File: config.mk
export PLATFORM = sky130hd
export DESIGN_NAME = multicycle_ctrl_flat
export DESIGN_NICKNAME = d
export VERILOG_FILES = /design/src/rtl/multicycle_ctrl_if.sv /design/src/rtl/multicycle_ctrl.sv /design/src/flat_wrapper.sv
export SDC_FILE = /design/constraint.sdc
export NUM_CORES = 1
export LEC_CHECK = 0
export CORE_UTILIZATION = 41
export DETAILED_ROUTE_END_ITERATION = 8
export MAX_ROUTING_LAYER = met4
export PLACE_DENSITY = 0.84
export SKIP_LAST_GASP = 1
export SYNTH_ARGS = -nofsm -noshare
export SYNTH_HDL_FRONTEND = slang
export SYNTH_SLANG_ARGS = --single-unit
export TNS_END_PERCENT = 50
File: constraint.sdc
create_clock -name clk -period 4.2 [get_ports clk]
set_clock_uncertainty 0.1 [all_clocks]
set_input_delay 0.84 -clock clk [delete_from_list [all_inputs] [get_ports clk]]
set_output_delay 0.84 -clock clk [all_outputs]
set_load 0.01 [all_outputs]
File: src/rtl/multicycle_ctrl_if.sv
// Control/status bundle between the multicycle controller and its datapath.
// master = controller side, slave = datapath side.
interface multicycle_ctrl_if;
  logic [6:0] op;
  logic [2:0] funct3;
  logic       funct7b5;
  logic       Zero;
  logic       MemReady;
  logic       PCWrite;
  logic       AdrSrc;
  logic       MemWrite;
  logic       IRWrite;
  logic [1:0] ResultSrc;
  logic [1:0] ALUSrcA;
  logic [1:0] ALUSrcB;
  logic [1:0] ImmSrc;
  logic [2:0] ALUControl;
  logic       RegWrite;
  logic [3:0] State;

  modport master (
    input  op, funct3, funct7b5, Zero, MemReady,
    output PCWrite, AdrSrc, MemWrite, IRWrite, ResultSrc, ALUSrcA, ALUSrcB,
           ImmSrc, ALUControl, RegWrite, State
  );

  modport slave (
    output op, funct3, funct7b5, Zero, MemReady,
    input  PCWrite, AdrSrc, MemWrite, IRWrite, ResultSrc, ALUSrcA, ALUSrcB,
           ImmSrc, ALUControl, RegWrite, State
  );
endinterface

File: src/rtl/multicycle_ctrl.sv
// Multicycle RV32I control unit: Moore main FSM with MemReady stalls,
// immediate-format decoder and ALU decoder.
module multicycle_ctrl (
  input  logic              clk,
  input  logic              reset,
  multicycle_ctrl_if.master bus
);

  typedef enum logic [3:0] {
    FETCH    = 4'd0,
    DECODE   = 4'd1,
    MEMADR   = 4'd2,
    MEMREAD  = 4'd3,
    MEMWB    = 4'd4,
    MEMWRITE = 4'd5,
    EXECUTER = 4'd6,
    EXECUTEI = 4'd7,
    ALUWB    = 4'd8,
    BEQ      = 4'd9,
    JAL      = 4'd10
  } state_t;

  localparam logic [6:0] OP_LW  = 7'b0000011;
  localparam logic [6:0] OP_SW  = 7'b0100011;
  localparam logic [6:0] OP_R   = 7'b0110011;
  localparam logic [6:0] OP_I   = 7'b0010011;
  localparam logic [6:0] OP_BEQ = 7'b1100011;
  localparam logic [6:0] OP_JAL = 7'b1101111;

  state_t     state, next_state;
  logic [1:0] aluop;
  logic       branch, pcupdate, irwrite, memwrite, regwrite;

  // NOTE: state registers use non-blocking assignments so every flop samples
  // the pre-edge values; combinational blocks below use blocking assignments.
  always_ff @(posedge clk) begin
    if (reset) state <= FETCH;
    else       state <= next_state;
  end

  // NOTE: every signal driven here gets a default first, so no path through
  // the case statement can leave one unassigned and infer a latch.
  always_comb begin
    next_state    = FETCH;
    aluop         = 2'b00;
    branch        = 1'b0;
    pcupdate      = 1'b0;
    irwrite       = 1'b0;
    memwrite      = 1'b0;
    regwrite      = 1'b0;
    bus.AdrSrc    = 1'b0;
    bus.ResultSrc = 2'b00;
    bus.ALUSrcA   = 2'b00;
    bus.ALUSrcB   = 2'b00;
    unique case (state)
      FETCH: begin
        bus.ALUSrcB   = 2'b10;
        bus.ResultSrc = 2'b10;
        irwrite       = bus.MemReady;
        pcupdate      = bus.MemReady;
        next_state    = bus.MemReady ? DECODE : FETCH;
      end
      DECODE: begin
        bus.ALUSrcA = 2'b01;
        bus.ALUSrcB = 2'b01;
        case (bus.op)
          OP_LW, OP_SW: next_state = MEMADR;
          OP_R:         next_state = EXECUTER;
          OP_I:         next_state = EXECUTEI;
          OP_BEQ:       next_state = BEQ;
          OP_JAL:       next_state = JAL;
          default:      next_state = FETCH;
        endcase
      end
      MEMADR: begin
        bus.ALUSrcA = 2'b10;
        bus.ALUSrcB = 2'b01;
        next_state  = (bus.op == OP_LW) ? MEMREAD : MEMWRITE;
      end
      MEMREAD: begin
        bus.AdrSrc = 1'b1;
        next_state = bus.MemReady ? MEMWB : MEMREAD;
      end
      MEMWB: begin
        bus.ResultSrc = 2'b01;
        regwrite      = 1'b1;
      end
      MEMWRITE: begin
        bus.AdrSrc = 1'b1;
        memwrite   = 1'b1;
        next_state = bus.MemReady ? FETCH : MEMWRITE;
      end
      EXECUTER: begin
        bus.ALUSrcA = 2'b10;
        aluop       = 2'b10;
        next_state  = ALUWB;
      end
      EXECUTEI: begin
        bus.ALUSrcA = 2'b10;
        bus.ALUSrcB = 2'b01;
        aluop       = 2'b10;
        next_state  = ALUWB;
      end
      ALUWB: regwrite = 1'b1;
      BEQ: begin
        bus.ALUSrcA = 2'b10;
        aluop       = 2'b01;
        branch      = 1'b1;
      end
      JAL: begin
        bus.ALUSrcA = 2'b01;
        bus.ALUSrcB = 2'b10;
        pcupdate    = 1'b1;
        next_state  = ALUWB;
      end
      default: next_state = FETCH;
    endcase
  end

  // Reset masks every write enable immediately, so an aborted store never
  // reaches memory in the reset cycle.
  assign bus.PCWrite  = ((branch & bus.Zero) | pcupdate) & ~reset;
  assign bus.IRWrite  = irwrite  & ~reset;
  assign bus.MemWrite = memwrite & ~reset;
  assign bus.RegWrite = regwrite & ~reset;
  assign bus.State    = state;

  always_comb begin
    case (bus.op)
      OP_SW:   bus.ImmSrc = 2'b01;
      OP_BEQ:  bus.ImmSrc = 2'b10;
      OP_JAL:  bus.ImmSrc = 2'b11;
      default: bus.ImmSrc = 2'b00;
    endcase
  end

  // Only R-type (op[5]=1) may turn funct3=000 into sub; addi stays add.
  always_comb begin
    bus.ALUControl = 3'b000;
    case (aluop)
      2'b01: bus.ALUControl = 3'b001;
      2'b10: begin
        case (bus.funct3)
          3'b000:  bus.ALUControl = (bus.op[5] & bus.funct7b5) ? 3'b001 : 3'b000;
          3'b010:  bus.ALUControl = 3'b101;
          3'b110:  bus.ALUControl = 3'b011;
          3'b111:  bus.ALUControl = 3'b010;
          default: bus.ALUControl = 3'b000;
        endcase
      end
      default: bus.ALUControl = 3'b000;
    endcase
  end

endmodule

File: src/flat_wrapper.sv
// flat-port wrapper written by rule: the top's interface ports become plain ports
module multicycle_ctrl_flat 
  (clk, reset, bus_op, bus_funct3, bus_funct7b5, bus_Zero, bus_MemReady, bus_PCWrite, bus_AdrSrc, bus_MemWrite, bus_IRWrite, bus_ResultSrc, bus_ALUSrcA, bus_ALUSrcB, bus_ImmSrc, bus_ALUControl, bus_RegWrite, bus_State);
  multicycle_ctrl_if bus_i ();
  input  logic clk;
  input  logic reset;
  input wire logic [$bits(bus_i.op)-1:0] bus_op;
  input wire logic [$bits(bus_i.funct3)-1:0] bus_funct3;
  input wire logic [$bits(bus_i.funct7b5)-1:0] bus_funct7b5;
  input wire logic [$bits(bus_i.Zero)-1:0] bus_Zero;
  input wire logic [$bits(bus_i.MemReady)-1:0] bus_MemReady;
  output wire logic [$bits(bus_i.PCWrite)-1:0] bus_PCWrite;
  output wire logic [$bits(bus_i.AdrSrc)-1:0] bus_AdrSrc;
  output wire logic [$bits(bus_i.MemWrite)-1:0] bus_MemWrite;
  output wire logic [$bits(bus_i.IRWrite)-1:0] bus_IRWrite;
  output wire logic [$bits(bus_i.ResultSrc)-1:0] bus_ResultSrc;
  output wire logic [$bits(bus_i.ALUSrcA)-1:0] bus_ALUSrcA;
  output wire logic [$bits(bus_i.ALUSrcB)-1:0] bus_ALUSrcB;
  output wire logic [$bits(bus_i.ImmSrc)-1:0] bus_ImmSrc;
  output wire logic [$bits(bus_i.ALUControl)-1:0] bus_ALUControl;
  output wire logic [$bits(bus_i.RegWrite)-1:0] bus_RegWrite;
  output wire logic [$bits(bus_i.State)-1:0] bus_State;
  assign bus_i.op = bus_op;
  assign bus_i.funct3 = bus_funct3;
  assign bus_i.funct7b5 = bus_funct7b5;
  assign bus_i.Zero = bus_Zero;
  assign bus_i.MemReady = bus_MemReady;
  assign bus_PCWrite = bus_i.PCWrite;
  assign bus_AdrSrc = bus_i.AdrSrc;
  assign bus_MemWrite = bus_i.MemWrite;
  assign bus_IRWrite = bus_i.IRWrite;
  assign bus_ResultSrc = bus_i.ResultSrc;
  assign bus_ALUSrcA = bus_i.ALUSrcA;
  assign bus_ALUSrcB = bus_i.ALUSrcB;
  assign bus_ImmSrc = bus_i.ImmSrc;
  assign bus_ALUControl = bus_i.ALUControl;
  assign bus_RegWrite = bus_i.RegWrite;
  assign bus_State = bus_i.State;
  multicycle_ctrl u_core (.clk(clk), .reset(reset), .bus(bus_i));
endmodule
==> flow_summary.yaml <==
sta:
  fin_tns_setup_ns: 0
  max_slew_margin_pct: 60.23
  post-route-min-period_ns: 3.542
  report.final.hold_viol_count: 0
  min_period_over_period_pct: 84.33
  fmaxAchievable_ghz: 0.2823
  hold_slack_ns: 0.6617
  finalMaxSlewViolations: 0
  rsz0062_at_grt: "no"
  worstMarginPinSlew_ns: 0.5958
  setup_viol: 0
cts:
  cts-hold-fix-buffers: 0
  worstSkewPairLatency_ns: 0.24
  cts_tree: "built"
  cts_buffers: 3
  cts_sinks: 4
  htreeDepth: 1
  clock_path_buffers: 2
  cts_root_buffer: "clkbuf_4"
  clk_pin_slew_ns: 0.04
  post_cts_buffers: 0
  cts_resized: 0
floorplanning:
  coreArea_um2: 1383
  start_util_pct: 46.88
  die_h_um: 41.76
  io_pins: 35
  die_area_um2: 1744
  die_w_um: 41.76
  rows: 13
placed_design:
  port_buffers: 34
  placedInstanceArea_um2: 965.9
  gp_congestion: 0.7983
  hpwl_um: 1506
yosys:
  synth_cell_types: 39
  synth.area.top_cells: "dfxtp_1 (12%), nor3_1 (6.9%), nand2b_1 (5.8%)"
  ys.flop_type: "dfxtp_1"
  synth-seq-cells: 4
  postSynth.asyncResetShare_pct: 0
  ys_seq_area_share_pct: 12.36
  yosysMostFrequentCell: "nor2_1"
  yosysTopAreaCell: "dfxtp_1"
  ys_warn_count: 0
  synth_edf_count: 0
  synth_common_cells: "nor2_1 (10), nor3_1 (9), a21oi_1 (6), nand2_1 (6), nand2b_1 (6)"
  syn_inst: 90
  synth_top_area_share_pct: 12.36
  syn-num-nets: 107
  synth_area_per_cell_um2: 7.201
  synth_area_um2: 648.1
flow_run:
  cap_violations: 0
routing:
  num_vias: 814
  ant_nets: 0
  avgViaCountPerCell: 5.942
  wirelength_um: 1913
  drt_pass1_iterations: 4
  drc: 0
  drt_iter0_drc: 16
  routedWlPerCell_um: 13.96
worst_hold_path:
  hp-class: "reg2reg"
  hp-start: "u_core.bus.State[1]"
  hold_depth: 1
  hold_end: "u_core.bus.State[1]"
setup_path:
  cp_top_family: "simple AND/OR/NAND/NOR gates"
  r2r-start: "u_core.bus.State[2]"
  criticalPathCategory: "reg2out"
  reg2reg_to: "u_core.bus.State[0]"
  cp_data_required_time_ns: 3.26
  startpoint: "u_core.bus.State[2]"
  r2r_slack_ns: 2.37
  reg2reg_depth: 4
  crit_buf_inv: 2
  crit_slowest_cell: "dfxtp_1"
  worst-endpoint-arrival_ns: 2.60
  crit_chain: "inv_1, nor2_1, and2_1, ha_1, nand3_1, nor3_1, nor3_1, nor2_1, clkdlybuf4s50_1"
  cp-start-kind: "flop"
  critPathCaptureType: "output port"
  crit_path_max_fanout: 16
  max_stage_delay_ns: 0.66
layout:
  layout.nets: 141
  finalInstanceArea_um2: 988.4
  fill_cells: 118
  layout-drive-gt1-share_pct: 9.016
  syn2layout_area_growth_pct: 52.51
  num_antenna_cells: 0
  largest_reg_flops: 4
grt:
  antenna_found_initial: 0
  grt_pass1_vias: 714
  grt_pass1_wl_um: 3263
  grt_usage_pct: 24.79
  grt_start_max_net_pins: 20
  grt-ovfl-total: 0
power:
  max-vdd-ir-drop_mv: 0.1483
  power.leakage_nw: 0.3552
  power_density_nw_per_um2: 143.4
outcome:
  outcome: "finished, final reports clean"
-- per-layer routing --
layer,GRT usage [%],vias up,share of wire (%)
met5,-,-,0
met4,9.677,0,1.6
met3,3.913,7,5.0
met2,41.56,31,50
met1,29.43,378,43
li1,-,398,-
-- per-stage QoR --
stage,power [mW],instances,setup slack (ns),util [%]
after floorplan,0.06212,90,1.711,-
after global placement,0.09064,134,0.7705,69.86
after detailed placement,0.09212,134,0.7094,69.86
after CTS,0.1429,137,0.6452,71.49
after global routing,0.1514,137,0.4793,71.49
final,0.1417,137,0.6580,71.49
-- power breakdown --
group          internal, mW  leakage, nW  switching (mW)  total, mW
Clock                0.0321       0.0138          0.0179     0.0499
Sequential           0.0389       0.0325         0.00247     0.0414
Combinational        0.0293        0.309          0.0211     0.0504
-- cells by family (layout without fill, tap and decap cells) --
logic type	after synthesis	in the layout	synth area share [%]
buffers and inverters	9	41	8.685
DFF	4	4	12.36
AOI/OAI and AO/OA	21	21	22.78
adders and majority gates	2	2	3.860
and+or+nand+nor	49	49	45.18
muxes	1	1	1.737
xor gates and xnor gates	4	4	5.406
-- layout make-up --
class | count | area, µm² | area share [%]
Timing Repair Buffer | 34 | 340.3 | 34.43
Sequential cell | 4 | 80.08 | 8.101
Inverter | 4 | 15.01 | 1.519
Tap cell | 15 | 18.77 | 1.899
Multi-Input combinational cell | 77 | 511.7 | 51.77
Clock buffer | 3 | 22.52 | 2.278
-- worst reg2reg max path: stages (launching register included) --
cell      delay, ns
dfxtp_1        0.66
inv_1          0.18
or3_1          0.43
a21o_1         0.18
a211oi_2       0.19
-- worst max-delay path by stage --
stage                             end  slack (ns)  depth (start not counted)
floorplan           bus_ALUControl[2]        1.71                          6
global placement        bus_ImmSrc[0]        0.77                          4
detailed placement      bus_ImmSrc[0]        0.71                          4
CTS                 bus_ALUControl[0]        0.65                          9
global route        bus_ALUControl[0]        0.48                          9
finish              bus_ALUControl[0]        0.66                          9
-- cell usage in the layout, fill, tap and decap left out, types with 2 or more instances in the layout --
| cell type | instances |
|---|---|
| clkbuf_4 | 3 |
| ha_1 | 2 |
| nand2b_1 | 6 |
| xnor2_1 | 2 |
| nor2_1 | 10 |
| o21ai_0 | 3 |
| nand2_1 | 6 |
| a21o_1 | 2 |
| and3_1 | 3 |
| nor2b_1 | 2 |
| nor3_1 | 9 |
| dfxtp_1 | 4 |
| clkdlybuf4s50_1 | 34 |
| nand3_1 | 2 |
| nor4_1 | 3 |
| a21oi_1 | 6 |
| o22ai_1 | 2 |
| inv_1 | 4 |
| xor2_1 | 2 |
Note: power is estimated with default switching activity, not from simulation.
